--- config.mk ---
export PLATFORM = sky130hd
export DESIGN_NAME = ann_sekvencer_flat
export DESIGN_NICKNAME = d
export VERILOG_FILES = /design/src/rtl/ann_sekvencer_if.sv /design/src/rtl/ann_sekvencer.sv /design/src/flat_wrapper.sv
export SDC_FILE = /design/constraint.sdc
export NUM_CORES = 1
export LEC_CHECK = 0
export BUFFER_PORTS_ARGS = -buffer_cell sky130_fd_sc_hd__buf_2
export CORE_ASPECT_RATIO = 0.9
export CORE_UTILIZATION = 46
export CTS_CLUSTER_DIAMETER = 50
export DETAILED_ROUTE_END_ITERATION = 8
export PLACE_DENSITY = 0.67
export SKIP_CTS_REPAIR_TIMING = 1
export SKIP_LAST_GASP = 1
export SLEW_MARGIN = 20
export SYNTH_ARGS = -nofsm -noshare
export SYNTH_HDL_FRONTEND = slang
export SYNTH_SLANG_ARGS = --single-unit
--- constraint.sdc ---
create_clock -name clk -period 15.3 [get_ports clk]
set_clock_uncertainty 0.2 [all_clocks]
set_input_delay 3.825 -clock clk [delete_from_list [all_inputs] [get_ports clk]]
set_output_delay 3.825 -clock clk [all_outputs]
set_load 0.01 [all_outputs]
--- src/rtl/ann_sekvencer_if.sv ---
// Handshake and shared-neuron bus of the 5-5-2 network sequencer.
// slave = sequencer side, master = sample source / consumer / neuron side.
interface ann_sekvencer_if #(
    parameter int N_IN = 5,
    parameter int W    = 16
);
    logic                clr;
    logic                in_valid;
    logic                in_ready;
    logic [N_IN*W-1:0]   uzorak_in;
    logic [3:0]          neuron_sel;
    logic                layer_sel;
    logic [N_IN*W-1:0]   neuron_in;
    logic [W-1:0]        neuron_out;
    logic                out_valid;
    logic                out_ready;
    logic [W-1:0]        izlaz_0;
    logic [W-1:0]        izlaz_1;
    logic                mina;
    logic                busy;

    modport slave (
        input  clr, in_valid, uzorak_in, neuron_out, out_ready,
        output in_ready, neuron_sel, layer_sel, neuron_in,
               out_valid, izlaz_0, izlaz_1, mina, busy
    );

    modport master (
        output clr, in_valid, uzorak_in, neuron_out, out_ready,
        input  in_ready, neuron_sel, layer_sel, neuron_in,
               out_valid, izlaz_0, izlaz_1, mina, busy
    );
endinterface

--- src/rtl/ann_sekvencer.sv ---
// Time-multiplexes one combinational sigmoid neuron over a 5-5-2 network:
// five hidden slots on the latched sample, then two output slots on the hidden results.
module ann_sekvencer #(
    parameter int N_IN   = 5,
    parameter int N_OUT  = 2,
    parameter int W      = 16,
    parameter int SETTLE = 1
) (
    input logic           clk,
    input logic           rst,
    ann_sekvencer_if.slave bus
);
    localparam int IW = $clog2(N_IN);

    typedef enum logic [1:0] {IDLE, HID, OUT, DONE} state_t;

    state_t                  state_q;
    logic [3:0]              idx_q;
    logic [2:0]              wcnt_q;
    logic [N_IN-1:0][W-1:0]  sample_q;
    logic [N_IN-1:0][W-1:0]  hid_q;
    logic [N_IN-1:0][W-1:0]  hid_d;
    logic [W-1:0]            izlaz_0_q;
    logic [W-1:0]            izlaz_1_q;
    logic                    mina_q;
    logic                    in_ready_q;
    logic                    out_valid_q;
    logic                    busy_q;
    logic                    layer_sel_q;
    logic [3:0]              neuron_sel_q;
    logic [N_IN*W-1:0]       neuron_in_q;
    logic                    slot_end;

    assign slot_end = (wcnt_q == 3'(SETTLE));

    // Hidden vector including the value being captured this edge, so the
    // first output slot already sees the complete operand vector.
    always_comb begin
        hid_d = hid_q;
        hid_d[idx_q[IW-1:0]] = bus.neuron_out;
    end

    always_ff @(posedge clk or posedge rst) begin
        if (rst) begin
            state_q      <= IDLE;
            idx_q        <= '0;
            wcnt_q       <= '0;
            sample_q     <= '0;
            hid_q        <= '0;
            izlaz_0_q    <= '0;
            izlaz_1_q    <= '0;
            mina_q       <= 1'b0;
            in_ready_q   <= 1'b1;
            out_valid_q  <= 1'b0;
            busy_q       <= 1'b0;
            layer_sel_q  <= 1'b0;
            neuron_sel_q <= '0;
            neuron_in_q  <= '0;
        end else if (bus.clr) begin
            state_q      <= IDLE;
            idx_q        <= '0;
            wcnt_q       <= '0;
            in_ready_q   <= 1'b1;
            out_valid_q  <= 1'b0;
            busy_q       <= 1'b0;
            layer_sel_q  <= 1'b0;
            neuron_sel_q <= '0;
            neuron_in_q  <= sample_q;
        end else begin
            case (state_q)
                IDLE: begin
                    if (bus.in_valid) begin
                        state_q      <= HID;
                        sample_q     <= bus.uzorak_in;
                        neuron_in_q  <= bus.uzorak_in;
                        idx_q        <= '0;
                        wcnt_q       <= '0;
                        neuron_sel_q <= '0;
                        layer_sel_q  <= 1'b0;
                        in_ready_q   <= 1'b0;
                        busy_q       <= 1'b1;
                    end
                end
                HID: begin
                    if (!slot_end) begin
                        wcnt_q <= wcnt_q + 3'd1;
                    end else begin
                        wcnt_q <= '0;
                        hid_q  <= hid_d;
                        if (idx_q == 4'(N_IN-1)) begin
                            state_q      <= OUT;
                            idx_q        <= '0;
                            neuron_sel_q <= '0;
                            layer_sel_q  <= 1'b1;
                            neuron_in_q  <= hid_d;
                        end else begin
                            idx_q        <= idx_q + 4'd1;
                            neuron_sel_q <= idx_q + 4'd1;
                        end
                    end
                end
                OUT: begin
                    if (!slot_end) begin
                        wcnt_q <= wcnt_q + 3'd1;
                    end else begin
                        wcnt_q <= '0;
                        if (idx_q == 4'(N_OUT-1)) begin
                            izlaz_1_q    <= bus.neuron_out;
                            mina_q       <= (bus.neuron_out > izlaz_0_q);
                            state_q      <= DONE;
                            out_valid_q  <= 1'b1;
                            busy_q       <= 1'b0;
                            idx_q        <= '0;
                            neuron_sel_q <= '0;
                            layer_sel_q  <= 1'b0;
                            neuron_in_q  <= sample_q;
                        end else begin
                            izlaz_0_q    <= bus.neuron_out;
                            idx_q        <= idx_q + 4'd1;
                            neuron_sel_q <= idx_q + 4'd1;
                        end
                    end
                end
                DONE: begin
                    if (bus.out_ready) begin
                        state_q     <= IDLE;
                        out_valid_q <= 1'b0;
                        in_ready_q  <= 1'b1;
                    end
                end
                default: state_q <= IDLE;
            endcase
        end
    end

    assign bus.in_ready   = in_ready_q;
    assign bus.out_valid  = out_valid_q;
    assign bus.busy       = busy_q;
    assign bus.layer_sel  = layer_sel_q;
    assign bus.neuron_sel = neuron_sel_q;
    assign bus.neuron_in  = neuron_in_q;
    assign bus.izlaz_0    = izlaz_0_q;
    assign bus.izlaz_1    = izlaz_1_q;
    assign bus.mina       = mina_q;
endmodule

--- src/flat_wrapper.sv ---
// flat-port wrapper written by rule: the top's interface ports become plain ports
module ann_sekvencer_flat 
#(
    parameter int N_IN   = 5,
    parameter int N_OUT  = 2,
    parameter int W      = 16,
    parameter int SETTLE = 1
)
  (clk, rst, bus_clr, bus_in_valid, bus_uzorak_in, bus_neuron_out, bus_out_ready, bus_in_ready, bus_neuron_sel, bus_layer_sel, bus_neuron_in, bus_out_valid, bus_izlaz_0, bus_izlaz_1, bus_mina, bus_busy);
  ann_sekvencer_if #(.N_IN(N_IN), .W(W)) bus_i ();
  input logic clk;
  input logic rst;
  input wire logic [$bits(bus_i.clr)-1:0] bus_clr;
  input wire logic [$bits(bus_i.in_valid)-1:0] bus_in_valid;
  input wire logic [$bits(bus_i.uzorak_in)-1:0] bus_uzorak_in;
  input wire logic [$bits(bus_i.neuron_out)-1:0] bus_neuron_out;
  input wire logic [$bits(bus_i.out_ready)-1:0] bus_out_ready;
  output wire logic [$bits(bus_i.in_ready)-1:0] bus_in_ready;
  output wire logic [$bits(bus_i.neuron_sel)-1:0] bus_neuron_sel;
  output wire logic [$bits(bus_i.layer_sel)-1:0] bus_layer_sel;
  output wire logic [$bits(bus_i.neuron_in)-1:0] bus_neuron_in;
  output wire logic [$bits(bus_i.out_valid)-1:0] bus_out_valid;
  output wire logic [$bits(bus_i.izlaz_0)-1:0] bus_izlaz_0;
  output wire logic [$bits(bus_i.izlaz_1)-1:0] bus_izlaz_1;
  output wire logic [$bits(bus_i.mina)-1:0] bus_mina;
  output wire logic [$bits(bus_i.busy)-1:0] bus_busy;
  assign bus_i.clr = bus_clr;
  assign bus_i.in_valid = bus_in_valid;
  assign bus_i.uzorak_in = bus_uzorak_in;
  assign bus_i.neuron_out = bus_neuron_out;
  assign bus_i.out_ready = bus_out_ready;
  assign bus_in_ready = bus_i.in_ready;
  assign bus_neuron_sel = bus_i.neuron_sel;
  assign bus_layer_sel = bus_i.layer_sel;
  assign bus_neuron_in = bus_i.neuron_in;
  assign bus_out_valid = bus_i.out_valid;
  assign bus_izlaz_0 = bus_i.izlaz_0;
  assign bus_izlaz_1 = bus_i.izlaz_1;
  assign bus_mina = bus_i.mina;
  assign bus_busy = bus_i.busy;
  ann_sekvencer #(.N_IN(N_IN), .N_OUT(N_OUT), .W(W), .SETTLE(SETTLE)) u_core (.clk(clk), .rst(rst), .bus(bus_i));
endmodule
==> summary.txt, run 1 <==
Outcome
  • Outcome: complete, no violations

Detailed routing
  • Final wirelength: 34.7 mm
  • DR WL/cell: between 20 and 25 um
  • DR iter-0 viols: 900
  • Antenna Nets Post-Route: 0
  • Via Count: 9455
  • Residual DRC: 0
  • First-pass DRT Iterations: 7
  • Vias per cell: about 6

Critical path
  • Crit path kind: in2reg
  • Crit path max fanout: 94
  • CP max stage cell: buf_4
  • Crit path launch type: input pin
  • Critical Path Sink Type: flop
  • Crit-path cells: buf_2 > inv_1 > a221oi_2 > a21o_4 > buf_4 > nor2_1 > a21oi_1
  • Max incr delay on CP: 870 ps
  • CP Data Arrival Time: 6300 ps
  • Worst Path Required: 15530 ps

Clocking
  • Clk slew on worst S/H paths: around 60 ps
  • CTS tree: done
  • Clk buf depth: 3
  • Clock Sink Count: 286
  • Clk Latency, worst-skew pair: roughly 510 ps
  • Total CTS buffers: 35
  • Clock root cell: clkbuf_16
  • H-tree Lvls: 2

Layout
  • Fin area: around 16000 um2
  • Layout cells sized above 1: between 40 and 50%
  • FILL cells: 2390
  • P&R area growth vs syn: 18.1%
  • NumNets Final: 1343

Synthesis
  • Sequential area share after synthesis: 54.2%
  • Mean Syn Cell Area: 12.6 um2
  • Synthesized cell area: 13200 um2
  • Register bit total from synthesis: roughly 290
  • Synth top cells by count: 285 x dfrtp_1, 267 x mux2_2, 97 x nor2_1
  • Warnings from Yosys: 0
  • Netlist cell types: 48
  • Cells after synthesis: 1046
  • Mapped Nets: 1170
  • Synth area leader: dfrtp_1
  • Asr flop ratio synth: 100%
  • Most used DFF post-synth: dfrtp_1
  • Synth top area cells: dfrtp_1 54%, mux2_2 23%, a222oi_1 6.1%, a21oi_1 3.1%, nor2_1 2.8%
  • Post-synth top area share: 54.0%
  • Most numerous cell in the Yosys netlist: dfrtp_1
  • Post-synth EDFFs: 0

Flow run
  • Maxcap violations: 0

STA
  • Worst-margin pin slew: 1110 ps
  • Endpoints failing setup: 0
  • Final hold violation count: 0
  • Fin crit share: 39.7%
  • FMAX: 165 MHz
  • Total negative slack: 0 ps
  • RSZ-0062 raised after global routing: false
  • Slew headroom: 26.2%
  • Post-layout min period: 6080 ps
  • Final Max Slew Viols: 0

Power and ir drop
  • VDD IR max: 103 uV
  • Static leakage: 0.00747 uW
  • Pwr dens: 185 nW/um2

GRT
  • Initial antenna violation count: 2
  • Total grt overflow: 0
  • GRT Overall Usage: 23.6%
  • Vias in the first global route: between 9000 and 10000
  • First-pass GRT wire length: between 50 and 60 mm
  • Largest net degree at the start of global routing: ~180

Floorplanning
  • Total die area: between 20000 and 30000 um2
  • Starting Density: 47.0%
  • Ports: 222
  • Core area: about 28000 um2
  • Die Height: 163 um
  • Die width: 181 um
  • Cell row count: 58

Hold path
  • Worst Hold Class: reg2reg

Placement
  • I/O Buffers: approximately 220
  • Area after DPL: 14400 um2
  • Placed wire-length estimate: 21.5 mm
  • Gp weighted congestion: between 0.8 and 0.9
==> flip-flops by register name, summed over array words and instances (netlist names) <==
register,cells
u_core.bus.layer_sel,1
u_core.bus.in_ready,1
u_core.bus.mina,1
u_core.bus.busy,1
u_core.bus.out_valid,1
u_core.wcnt_q,3
u_core.sample_q,80
u_core.bus.neuron_in,80
u_core.hid_q,80
u_core.bus.izlaz_0,16
u_core.bus.izlaz_1,16
u_core.bus.neuron_sel,4
u_core.state_q,2
==> worst max-delay path: cells and delay by family <==
| family | cells | cell delay, ps |
|---|---|---|
| AOI/OAI and AO/OA | 3 | 1190 |
| buffers and inverters | 3 | 1060 |
| and+or+nand+nor | 1 | 130 |
==> final timing paths <==
check / start / to / slack [ps] / cells after the start
worst max-delay path: bus_in_valid / u_core.bus.neuron_in[13] / 9220 / 7
worst min-delay path: u_core.hid_q[0] / u_core.hid_q[0] / 280 / 2
worst max register to register: u_core.bus.neuron_sel[1] / u_core.bus.neuron_in[13] / 11530 / 8
worst min register to register: u_core.hid_q[0] / u_core.hid_q[0] / 280 / 2
max in group asynchronous: rst / u_core.bus.neuron_in[40] / 10170 / 3
min in group asynchronous: rst / u_core.sample_q[55] / 3250 / 2
==> per-stage QoR <==
step	power (uW)	hold WS, ps	instances	setup WS (ps)	utilization [%]
CTS	2900	285	1602	9230	55.5
finish	2880	280	1604	9220	55.5
detailed placement	2070	271	1542	8750	51.4
floorplan	1780	246	1046	3380	-
global placement	2040	259	1542	8840	51.4
global route	3040	313	1602	9030	55.5
==> kinds of logic after synthesis <==
| group | synth area share [%] |
|---|---|
| buffers and inverters | 3.88 |
| multiplexers | 23.0 |
| adder cells (fa/ha/maj) | 2.18 |
| AND/OR/NAND/NOR | 5.29 |
| AO/OA/AOI/OAI | 11.4 |
| flip-flops | 54.2 |
==> layout by cell type (no fill, tap or decap), drive strengths merged, types with 3 or more instances in the layout <==
cell type,synthesis,final
dfrtp,285,285
mux2,267,267
buf,37,227
nor2,97,97
a21oi,91,91
a222oi,80,80
clkbuf,54,49
inv,23,26
ha,23,23
nand2,23,23
o21ai,11,11
nand3,5,5
nor3,5,5
nor2b,4,4
nand4,4,4
clkinvlp,0,4
nand2b,3,3
mux2i,3,3
a22oi,3,3
or3b,3,3
a21o,3,3
==> cell type report <==
cell class / count / area, um2 / share of cell area, %
diodes: 2 / 5.00 / 0.0321
clock buffers: 49 / 1020 / 6.55
clock inverters: 11 / 126 / 0.811
inverters: 23 / 93.8 / 0.602
multi-input cells: 646 / 5570 / 35.7
flip-flops and latches: 286 / 7160 / 45.9
well taps: 360 / 450 / 2.89
repair buffers: 227 / 1160 / 7.47
==> where the power goes <==
part / switching (uW) / internal, uW
logic: 489 / 404
clock network: 323 / 501
registers: 142 / 1020
==> per-layer routing <==
metal,up-vias,wire [um],track usage [%]
li1,4250,-,-
met5,-,13,0
met3,49,2480,4.99
met1,4793,16000,34.1
met2,361,15500,36.1
met4,2,670,6.10
Power figures use the tool's default switching activity.
==> run 2: changes to the inputs <==
--- a/config.mk
+++ b/config.mk
@@ -5,6 +5,7 @@
 export SDC_FILE = /design/constraint.sdc
 export NUM_CORES = 1
 export LEC_CHECK = 0
+export ABC_AREA = 1
 export BUFFER_PORTS_ARGS = -buffer_cell sky130_fd_sc_hd__buf_2
 export CORE_ASPECT_RATIO = 0.9
 export CORE_UTILIZATION = 46
==> constraint.sdc (replaced) <==
create_clock -name clk -period 5.8 [get_ports clk]
set_clock_uncertainty 0.2 [all_clocks]
set_input_delay 1.45 -clock clk [delete_from_list [all_inputs] [get_ports clk]]
set_output_delay 1.45 -clock clk [all_outputs]
set_load 0.01 [all_outputs]
==> summary.txt, run 2 <==
Layout
  • FILL cells: 2873 (was 2390)
  • P&R area growth vs syn: 17.7% (was 18.1%)
  • Multi-input gate area: 6500 um2 (was 5570 um2)
  • Layout cells sized above 1: 19.6% (was 46.6%)
  • NumNets Final: 2073 (was 1343)
  • Most frequent cells in the layout: 339 x nand2_1, 285 x dfrtp_1, 255 x nor2_1 (was 285 x dfrtp_1, 267 x mux2_2, 221 x buf_2)
  • Most common cell after layout, fill and taps aside: nand2_1 (was dfrtp_1)
  • Layout Cells excl Fill: 2387 (was 1604)
  • Storage cell area: 7160 um2 (unchanged)

Synthesis
  • Synth top cells by count: 340 x nand2_1, 285 x dfrtp_1, 255 x nor2_1 (was 285 x dfrtp_1, 267 x mux2_2, 97 x nor2_1)
  • Synth top area cells: dfrtp_1 49%, nand2_1 8.7%, nand3_1 7.9%, nor2_1 6.5%, mux2_2 6.1% (was dfrtp_1 54%, mux2_2 23%, a222oi_1 6.1%, a21oi_1 3.1%, nor2_1 2.8%)
  • Most used DFF post-synth: dfrtp_1 (unchanged)
  • Netlist cell types: 31 (was 48)
  • Sequential area share after synthesis: 48.9% (was 54.2%)
  • Mapped Nets: 1914 (was 1170)
  • Most numerous cell in the Yosys netlist: nand2_1 (was dfrtp_1)
  • Cells after synthesis: 1790 (was 1046)
  • Mean Syn Cell Area: 8.18 um2 (was 12.6 um2)
  • Warnings from Yosys: 0 (unchanged)
  • Post-synth top area share: 48.7% (was 54.0%)
  • Asr flop ratio synth: 100% (unchanged)
  • Synthesized cell area: 14700 um2 (was 13200 um2)
  • Register bit total from synthesis: 286 (unchanged)
  • Synth area leader: dfrtp_1 (unchanged)
  • Post-synth EDFFs: 0 (unchanged)

STA
  • RSZ-0062 raised after global routing: false (unchanged)
  • Worst-margin pin slew: 1100 ps (was 1110 ps)
  • Final Max Slew Viols: 0 (unchanged)
  • Post-layout min period: 3510 ps
  • Slew headroom: 26.9% (was 26.2%)
  • Endpoints failing setup: 0 (unchanged)
  • FMAX: 285 MHz
  • Total negative slack: 0 ps (unchanged)
  • Final hold violation count: 0 (unchanged)
  • Fin crit share: 60.5%
  • Fin Hold WS: 282 ps (was 280 ps)

Detailed routing
  • Residual DRC: 0 (unchanged)
  • Via Count: 13100 (was 9455)
  • DR WL/cell: 17.8 um (was 21.6 um)
  • Antenna Nets Post-Route: 0 (unchanged)
  • First-pass DRT Iterations: 5 (was 7)
  • Final wirelength: 42.6 mm (was 34.7 mm)
  • Vias per cell: 5.49 (was 5.89)
  • DR iter-0 viols: 1027 (was 900)

Critical path
  • Reg2reg setup slack: 2370 ps (was 11530 ps)
  • Worst Path Required: 6000 ps (was 15530 ps)
  • CP dominant cell by count: nor2_1
  • Critical path buffer and inverter count: 3 (unchanged)
  • Crit path launch type: input pin (unchanged)
  • Crit path max fanout: 90 (was 94)
  • Critical Path Sink Type: flop (unchanged)
  • Crit path kind: in2reg (unchanged)
  • Crit path max-delay family: buffers and inverters (was compound AO/OA/AOI/OAI gates)
  • CP max stage cell: buf_6 (was buf_4)
  • Crit-path cells: buf_6 > inv_1 > nand2_4 > buf_4 > a21oi_1 > nor2_1 > nor2_1 (was buf_2 > inv_1 > a221oi_2 > a21o_4 > buf_4 > nor2_1 > a21oi_1)
  • Worst r2r dst: u_core.bus.neuron_in[27] (was u_core.bus.neuron_in[13])
  • R2R depth: 10 (was 8)
  • CP Data Arrival Time: 3710 ps (was 6300 ps)
  • Reg2reg start: u_core.bus.neuron_sel[0] (was u_core.bus.neuron_sel[1])
  • Max incr delay on CP: 600 ps (was 870 ps)

Placement
  • I/O Buffers: 221 (unchanged)
  • DP Cell Count: 2319 (was 1542)
  • Placed wire-length estimate: 26.4 mm (was 21.5 mm)
  • Gp weighted congestion: 0.887 (was 0.823)

GRT
  • GRT Overall Usage: 26.1% (was 23.6%)
  • Total grt overflow: 0 (unchanged)
  • Initial antenna violation count: 1 (was 2)
  • First-pass GRT wire length: 66.2 mm (was 53.6 mm)
  • Vias in the first global route: 12200 (was 9209)
  • Largest net degree at the start of global routing: 148 (was 177)

Hold path
  • Cells on Worst Hold Path: 2 (unchanged)
  • Sink of the worst hold path: u_core.bus.mina (was u_core.hid_q[0])
  • Worst Hold Class: reg2reg (unchanged)
  • HP Start: u_core.bus.mina (was u_core.hid_q[0])

Clocking
  • Clk Latency, worst-skew pair: 520 ps (was 510 ps)
  • Clk slew on worst S/H paths: 50 ps (was 60 ps)
  • Total CTS buffers: 37 (was 35)
  • Clock root cell: clkbuf_16 (unchanged)
  • CTS tree: done (unchanged)
  • Clock Sink Count: 286 (unchanged)
  • H-tree Lvls: 2 (unchanged)
  • Clk buf depth: 3 (unchanged)

Power and ir drop
  • VDD IR max: 323 uV (was 103 uV)
  • Pwr dens: 598 nW/um2 (was 185 nW/um2)
  • Static leakage: 0.00820 uW (was 0.00747 uW)

Floorplanning
  • Core area: 31100 um2 (was 28100 um2)
  • Starting Density: 47.0% (about the same)
  • Ports: 222 (unchanged)
  • Total die area: 32600 um2 (was 29400 um2)
  • Cell row count: 61 (was 58)
  • Die width: 190 um (was 181 um)
  • Die Height: 171 um (was 163 um)

Outcome
  • Outcome: complete, no violations (unchanged)

Flow run
  • Maxcap violations: 0 (unchanged)
-- run 2: changes by cell type after synthesis, moves of 8 or more --
cell | previous run | this run
nor2_1 | 97 | 255
nand3_1 | 5 | 232
a222oi_1 | 80 | 0
buf_1 | 1 | 18
a22oi_1 | 3 | 80
a21oi_2 | 10 | 0
a21oi_1 | 81 | 93
inv_1 | 22 | 136
o21ai_0 | 11 | 124
nand2_1 | 19 | 340
mux2_2 | 267 | 80
buf_4 | 5 | 13
-- run 2: how the worst max path moves through the flow --
stage,from,to,cells after the start
6_report,bus_clr,u_core.bus.neuron_in[18],7
5_1_grt,bus_clr,u_core.bus.neuron_in[12],7
4_1_cts,bus_clr,u_core.bus.neuron_in[18],7
3_5_place_dp,bus_clr,u_core.bus.neuron_in[11],7
3_3_place_gp,bus_clr,u_core.bus.neuron_in[28],7
2_1_floorplan,rst,u_core.bus.busy,1
-- run 2: power by group --
part / leakage (uW) / total (uW) / internal (uW) / switching (uW)
registers: 0.00346 / 3560 / 3000 / 564
clock network: 0.000632 / 2440 / 1550 / 889
logic: 0.00411 / 4310 / 1570 / 2730
total: 0.00820 / 10300 / 6130 / 4190
-- run 2: tightest hold or removal path: cells and delay by family, from the launching register on --
family	cells	cell delay [ps]
AND/OR/NAND/NOR	2	100
flip-flops	1	340
-- run 2: kinds of logic after synthesis --
kind of cell | count (synthesis) | synth area share, %
buffers and inverters | 252 | 7.17
adder cells (fa/ha/maj) | 23 | 1.96
AND/OR/NAND/NOR | 844 | 24.0
flip-flops | 286 | 48.9
AO/OA/AOI/OAI | 305 | 11.9
multiplexers | 80 | 6.15
-- run 2: area by class of cell --
class / count / share of cell area (%)
clock buffers: 52 / 6.18
flip-flops and latches: 286 / 41.5
repair buffers: 232 / 7.15
clock inverters: 15 / 1.43
well taps: 409 / 2.97
multi-input cells: 1252 / 37.7
inverters: 140 / 3.07
diodes: 1 / 0.0145
-- run 2: metal layers --
| metal | global-route usage, % | up-vias | part of all wire, % |
|---|---|---|---|
| met4 | 8.56 | 0 | 2.9 |
| li1 | - | 6271 | - |
| met1 | 36.8 | 6340 | 45 |
| met2 | 40.2 | 406 | 45 |
| met3 | 5.28 | 76 | 7.1 |
| met5 | 0 | - | 0 |
-- run 2: metrics by stage --
stage | total power, uW | instance area, um2 | setup slack [ps] | util [%]
floorplan | 6620 | 14700 | 360 | -
global placement | 7720 | 15900 | 1500 | 51.1
detailed placement | 7890 | 15900 | 1460 | 51.1
CTS | 10400 | 17200 | 1970 | 55.4
global route | 11100 | 17200 | 2070 | 55.4
finish | 10300 | 17200 | 2290 | 55.4
==> run 3: changes to the inputs <==
--- a/config.mk
+++ b/config.mk
@@ -11,7 +11,7 @@
 export CORE_UTILIZATION = 46
 export CTS_CLUSTER_DIAMETER = 50
 export DETAILED_ROUTE_END_ITERATION = 8
-export PLACE_DENSITY = 0.67
+export PLACE_DENSITY = 0.69
 export SKIP_CTS_REPAIR_TIMING = 1
 export SKIP_LAST_GASP = 1
 export SLEW_MARGIN = 20
==> constraint.sdc (replaced) <==
create_clock -name clk -period 2.9 [get_ports clk]
set_clock_uncertainty 0.2 [all_clocks]
set_input_delay 0.725 -clock clk [delete_from_list [all_inputs] [get_ports clk]]
set_output_delay 0.725 -clock clk [all_outputs]
set_load 0.01 [all_outputs]
==> summary.txt, run 3 (synthesis results as in run 2) <==
Outcome
  • Outcome: complete, no violations (unchanged)

STA
  • Fin crit share: 89.6%
  • Worst-margin pin slew: 993 ps (was 1100 ps)
  • RSZ-0062 raised after global routing: false (unchanged)
  • Final WS setup: 302 ps (was 2290 ps)
  • Final hold violation count: 0 (unchanged)
  • Endpoints failing setup: 0 (unchanged)
  • Slew headroom: 33.8% (was 26.9%)
  • Post-layout min period: 2600 ps
  • Final Max Slew Viols: 0 (unchanged)
  • FMAX: 385 MHz
  • Fin Hold WS: 92.2 ps (was 282 ps)

Floorplanning
  • Core area: 31100 um2 (unchanged)
  • Total die area: 32600 um2 (unchanged)
  • Die width: 190 um (unchanged)
  • Ports: 222 (unchanged)
  • Die Height: 171 um (unchanged)
  • Cell row count: 61 (unchanged)
  • Starting Density: 47.0% (unchanged)

Power and ir drop
  • Clk pwr share: 23.0% (was 23.7%)
  • Pwr dens: 1190 nW/um2 (was 598 nW/um2)
  • Static leakage: 0.00832 uW (was 0.00820 uW)
  • Sw Share: 40.5% (was 40.6%)
  • Sequential share of power: 33.9% (was 34.5%)
  • Switch Pwr: 8450 uW (was 4190 uW)
  • Total power: 20800 uW (was 10300 uW)
  • Internal: 12400 uW (was 6130 uW)
  • Comb pwr share: 43.1% (was 41.8%)
  • VDD IR max: 768 uV (was 323 uV)

Layout
  • NumNets Final: 2094 (was 2073)
  • Final Util: 56.1% (was 55.4%)
  • Layout cells sized above 1: 20.4% (was 19.6%)
  • P&R area growth vs syn: 19.2% (was 17.7%)
  • Fin area: 17500 um2 (was 17200 um2)
  • Most frequent cells in the layout: 339 x nand2_1, 285 x dfrtp_1, 255 x nor2_1 (unchanged)
  • FILL cells: 2882 (was 2873)
  • Most common cell after layout, fill and taps aside: nand2_1 (unchanged)

Placement
  • I/O Buffers: 221 (unchanged)
  • Gp weighted congestion: 0.933 (was 0.887)
  • Placed wire-length estimate: 28.1 mm (was 26.4 mm)
  • Area after DPL: 16200 um2 (was 15900 um2)
  • Post-Place Worst Slack: 316 ps (was 1460 ps)

Flow run
  • Maxcap violations: 0 (unchanged)

Critical path
  • Worst Setup SP: u_core.bus.neuron_sel[1] (was bus_clr)
  • Reg2reg start: u_core.bus.neuron_sel[1] (was u_core.bus.neuron_sel[0])
  • CP Data Arrival Time: 2800 ps (was 3710 ps)
  • Critical Path Sink Type: flop (unchanged)
  • Worst Path Required: 3100 ps (was 6000 ps)
  • Reg2reg setup slack: 300 ps (was 2370 ps)
  • Crit path max fanout: 53 (was 90)
  • Crit path kind: reg2reg (was in2reg)
  • Crit path launch type: flop (was input pin)

GRT
  • GRT Overall Usage: 26.9% (was 26.1%)
  • Total grt overflow: 0 (unchanged)
  • First-pass GRT wire length: 68.4 mm (was 66.2 mm)
  • Largest net degree at the start of global routing: 122 (was 148)
  • Initial antenna violation count: 4 (was 1)
  • Vias in the first global route: 12700 (was 12200)

Detailed routing
  • DR WL/cell: 18.1 um (was 17.8 um)
  • Via Count: 13300 (was 13100)
  • Residual DRC: 0 (unchanged)
  • Antenna Nets Post-Route: 0 (unchanged)
  • Vias per cell: 5.54 (was 5.49)
  • DR iter-0 viols: 1110 (was 1027)
  • Final wirelength: 43.5 mm (was 42.6 mm)
  • First-pass DRT Iterations: 5 (unchanged)

Clocking
  • Clock Sink Count: 286 (unchanged)
  • CTS tree: done (unchanged)
  • Clock root cell: clkbuf_16 (unchanged)
  • Clk slew on worst S/H paths: 60 ps (was 50 ps)
  • Total CTS buffers: 36 (was 37)
  • H-tree Lvls: 2 (unchanged)
  • Clk Latency, worst-skew pair: 510 ps (was 520 ps)
  • Clk buf depth: 3 (unchanged)

Hold path
  • Worst Hold Class: in2async (was reg2reg)
[run 3: cell types whose count changed in the layout (fill, tap and decap cells not counted), sizes merged]
cell,previous run,this run
buf,232,254
diode,1,6
clkbuf,52,50
clkinv,5,3
clkinvlp,4,3
inv,140,139
[run 3: routing by layer]
metal | global-route usage (%) | up-vias | share of wire [%]
met4 | 9.29 | 2 | 2.8
met2 | 41.8 | 468 | 45
met1 | 36.9 | 6473 | 44
met5 | 0 | - | 0.032
li1 | - | 6297 | -
met3 | 6.16 | 90 | 7.7
[run 3: worst max-delay path: stages (launching register included)]
cell,delay [ps]
dfrtp_1,520
inv_1,160
ha_1,170
nand3_1,150
nand2_1,160
nand2_1,150
nor2_4,380
buf_12,280
nand2_1,90
nor2_1,110
nor2_1,60
[run 3: stage by stage]
stage               TNS, ps  instances
finish                    0       2408
global route              0       2403
CTS                       0       2402
detailed placement        0       2341
global placement          0       2341
floorplan           -518200       1790
[run 3: cell type report]
type                            count  area [um2]  share of cell area (%)
Antenna cell                        6        15.0                  0.0860
Sequential cell                   286        7160                    41.0
Inverter                          140         529                    3.03
Tap cell                          409         512                    2.93
Clock buffer                       50        1040                    5.98
Timing Repair Buffer              254        1490                    8.55
Multi-Input combinational cell   1252        6500                    37.2
Clock inverter                     11         218                    1.25
[run 3: path summary, 6_finish.rpt]
| kind | end | cells past startpoint |
|---|---|---|
| setup / recovery | u_core.bus.neuron_in[19] | 10 |
| hold / removal | u_core.bus.neuron_in[75] | 3 |
| setup reg to reg | u_core.bus.neuron_in[19] | 10 |
| hold reg to reg | u_core.bus.izlaz_1[14] | 2 |
| max in group asynchronous | u_core.sample_q[12] | 3 |
| min in group clk | u_core.sample_q[19] | 2 |
[run 3: power groups by stage]
stage	clock network, uW	registers [uW]	logic (uW)
after floorplan	0	7270	5980
after global placement	0	7030	8690
after detailed placement	0	7110	8940
after CTS	4840	7050	9000
after global routing	5020	7300	10100
final	4780	7070	8990
